--- src/rtl/byte_deser_64b_rev.sv ---
// byte_deser_64b_rev: byte-serial to word deserializer with selectable byte order
//   clk, reset           : clock, synchronous active-high reset
//   in_, in_val, in_rdy  : byte input stream
//   rev                  : byte order of the word, taken with its first byte
//   out, out_val, out_rdy: assembled word output stream
module byte_deser_64b_rev #(
  parameter int p_nbytes = 8
) (
  input  logic                  clk,
  input  logic                  reset,
  input  logic [7:0]            in_,
  input  logic                  in_val,
  output logic                  in_rdy,
  input  logic                  rev,
  output logic [8*p_nbytes-1:0] out,
  output logic                  out_val,
  input  logic                  out_rdy
);
  localparam int cw = $clog2(p_nbytes);
  typedef enum logic {RECV, SEND} state_t;
  state_t state, state_n;
  logic [cw-1:0] cnt, idx;
  logic rev_q, rev_eff, in_xfer, last;
  always_comb begin
    in_rdy = !reset && state == RECV;
    out_val = !reset && state == SEND;
    in_xfer = in_val && in_rdy;
    last = cnt == cw'(p_nbytes - 1);
    rev_eff = (cnt == '0) ? rev : rev_q;
    idx = rev_eff ? cw'(p_nbytes - 1) - cnt : cnt;
    state_n = (in_xfer && last) ? SEND : (out_val && out_rdy) ? RECV : state;
  end
  always_ff @(posedge clk)
    if (reset) begin
      state <= RECV;
      cnt <= '0;
      rev_q <= 1'b0;
      out <= '0;
    end else begin
      state <= state_n;
      if (in_xfer) begin
        if (cnt == '0) rev_q <= rev;
        out[{idx, 3'b000} +: 8] <= in_;
        cnt <= last ? '0 : cnt + 1'b1;
      end
    end
endmodule

--- config.mk ---
export PLATFORM = sky130hd
export DESIGN_NAME = byte_deser_64b_rev
export DESIGN_NICKNAME = d
export VERILOG_FILES = /design/src/rtl/byte_deser_64b_rev.sv
export SDC_FILE = /design/constraint.sdc
export NUM_CORES = 1
export LEC_CHECK = 0
export ABC_CLOCK_PERIOD_IN_PS = 3700
export CELL_PAD_IN_SITES_DETAIL_PLACEMENT = 2
export CELL_PAD_IN_SITES_GLOBAL_PLACEMENT = 2
export CORE_UTILIZATION = 30
export CTS_BUF_LIST = sky130_fd_sc_hd__clkbuf_4
export DETAILED_ROUTE_END_ITERATION = 8
export PLACE_DENSITY_LB_ADDON = 0.1
export SLEW_MARGIN = 20
export SYNTH_ARGS = -nofsm -noshare
export SYNTH_HDL_FRONTEND = slang
export SYNTH_SLANG_ARGS = --single-unit
--- constraint.sdc ---
create_clock -name clk -period 3.7 [get_ports clk]
set_input_delay 0.74 -clock clk [delete_from_list [all_inputs] [get_ports clk]]
set_output_delay 0.74 -clock clk [all_outputs]
set_load 0.02 [all_outputs]
==> impl_metrics.ini <==
[drt]
first_pass_iters = 4
drc = 0
wirelength_um = 9670
ant_nets = 0
via_per_inst = 5.00
vias = 2725
wl_per_cell_um = 17.7
drt_iter0_markers = 54

[timing]
finalSetupViolCount = 0
rsz0062_at_grt = false
setup_tns_ns = 0
period_needed_ns = 3.30
finalHoldViolCount = 0
maxSlewHeadroom = 0.477
worst_slew_pin_slew_ns = 0.780
slew_violations = 0
fin_worst_skew_ns = 0.0183
post-route-period-util = 0.891
fmax_mhz = 303

[power_and_ir_drop]
internal_power_w = 0.00106
p_leak_nw = 1.34
power_switching_w = 0.000460
power_w = 0.00152
seqPwrFrac = 0.504
power_frac_comb = 0.179
clkPwrFrac = 0.317
power_density_nw_per_um2 = 371
ir_drop_mv = 0.154
power_switching_share = 0.303

[clock_tree]
cts_buffers = 9
cts-htree-levels = 3
clk_pin_slew_ns = 0.12
ctsResizeCount = 0
clockBufferDepth = 2
root_buffer = clkbuf_4
ctsHoldBuffers = 0
clock_latency_ns = 0.41
tritoncts = built
postCtsSetupRepairBufs = 0
cts.sinks = 69

[logic_synthesis]
yosys-top-cells-area = dfxtp_1 46%, mux2i_1 10%, a21oi_1 6.5%, o21ai_0 5.5%, nor2_1 5.3%
synth.yosys.warnings = 0
async_reset_ff_frac = 0
avgSynthCellArea_sq_um = 9.14
ys_seq_area_frac = 0.462
syn_inst = 327
netlist.area_leader.share = 0.462
ys.flop_type = dfxtp_1
synth_edf_count = 0
yosys.area.top_type = dfxtp_1
ys_types = 41
ys_ff_latch = 69
syn-num-nets = 344
synth_area_sq_um = 2990

[floorplanning]
start_util = 0.307
row_count = 36
die_y_um = 102
core-area_sq_um = 9730
io_pins = 79
die_width_um = 102
die_area_sq_um = 10400

[finish]
nNetsFinal = 425
final_core_util = 0.421
antenna_cells = 0
area.growth.synth_to_final_pct = 37.1
drive_above_1_share = 0.121

[worst_setup_path]
cp.arrival_ns = 3.59
crit_type = reg -> reg
end_kind = flip-flop
r2r_cells = 13
crit_path_start_kind = flip-flop
cp.required_ns = 3.99
crit_fanout = 9

[grt]
grt_usage = 0.202
grt_pass1_vias = 2953
grt_max_degree = 39
grt.overflow.total = 0
antenna_found_initial = 0
grt_pass1_wl_um = 15700

[job]
max_cap_viol_count = 0

[run_status]
status = finished clean

[placed_design]
portBuffers = 78
place.gp.congestion = 0.766
dp_hpwl_um = 6830

[min_path]
holdPathStages = 2
hp-class = reg -> reg
area by class of cell:
cell class | count | area (sq um)
clock inverter | 6 | 63.8
sequential | 69 | 1380
fill | 1088 | 5630
timing repair buffer | 98 | 951
tap | 133 | 166
clock buffer | 9 | 67.6
inverter | 3 | 11.3
multi-input combinational | 227 | 1460
metal layers:
layer | global-route usage | vias to the layer above | routed length, um
li1 | - | 1319 | -
met1 | 0.251 | 1325 | 4280
met2 | 0.344 | 70 | 4690
met3 | 0.0479 | 11 | 510
met4 | 0.0670 | 0 | 181
met5 | 0 | - | 0
synthesized netlist by cell type (2+ instances only):
cell type / instances
dfxtp_1: 69
nor2_1: 42
a21oi_1: 39
o21ai_0: 33
mux2i_1: 31
nand3_1: 17
nand4_1: 13
clkbuf_1: 11
nand2_1: 10
clkbuf_2: 8
buf_4: 6
nand2b_1: 5
ha_1: 4
nand4b_1: 4
nor2b_1: 4
a211oi_4: 3
inv_1: 2
nor3_1: 2
xnor2_1: 2
critical path, stage by stage, from the launching register on:
cell,delay [ns]
dfxtp_1,0.51
inv_1,0.12
ha_1,0.26
and3b_1,0.21
a21oi_1,0.17
nor2_1,0.06
a22o_1,0.23
ha_1,0.32
nor4b_1,0.43
nand2_1,0.18
a211oi_4,0.27
buf_12,0.17
mux2i_1,0.20
nor2_1,0.06
worst paths after layout:
kind                              start  endpoint  slack (ns)
worst max-delay path             cnt[1]   out[50]        0.40
worst min-delay path            out[47]   out[47]        0.48
worst max register to register   cnt[1]   out[50]        0.40
worst min register to register  out[47]   out[47]        0.48
through the flow:
step / instance area [sq um] / setup WS (ns) / instances / hold WS [ns]
floorplan: 2990 / 0.377 / 327 / 0.515
global placement: 3970 / 0.146 / 530 / 0.464
detailed placement: 3970 / 0.0418 / 530 / 0.472
CTS: 4100 / 0.328 / 545 / 0.487
global route: 4100 / 0.107 / 545 / 0.515
finish: 4100 / 0.404 / 545 / 0.484
cells in the final DEF (no fill, tap or decap), drive strengths merged, types with 5 or more instances in the layout:
cell            n
nand2          10
clkbuf          9
clkdlybuf4s50  77
nor2           42
mux2i          31
o21ai          33
nand3          17
buf            21
nand2b          5
dfxtp          69
a21oi          39
nand4          13
registers in the layout (all words and copies together), names as in the netlist:
name / cells
cnt: 3
out: 64
rev_q: 1
state: 1
power by group through the flow:
stage | combinational (W) | sequential, W | clock, W
finish | 0.000273 | 0.000766 | 0.000482
global route | 0.000296 | 0.000768 | 0.000537
CTS | 0.000276 | 0.000766 | 0.000504
detailed placement | 0.000275 | 0.000783 | 0
global placement | 0.000271 | 0.000782 | 0
floorplan | 0.000157 | 0.000791 | 0
cells by family (layout without fill, tap and decap cells):
kind of cell,after synthesis,in the layout,synth area share
AOI/OAI and AO/OA,82,82,0.170
xor gates and xnor gates,2,2,0.00586
adders and majority gates,4,4,0.0167
buffers and inverters,31,116,0.0527
DFF,69,69,0.462
muxes,31,31,0.104
and+or+nand+nor,108,108,0.189
No activity file was read; power rests on OpenSTA's default activity.
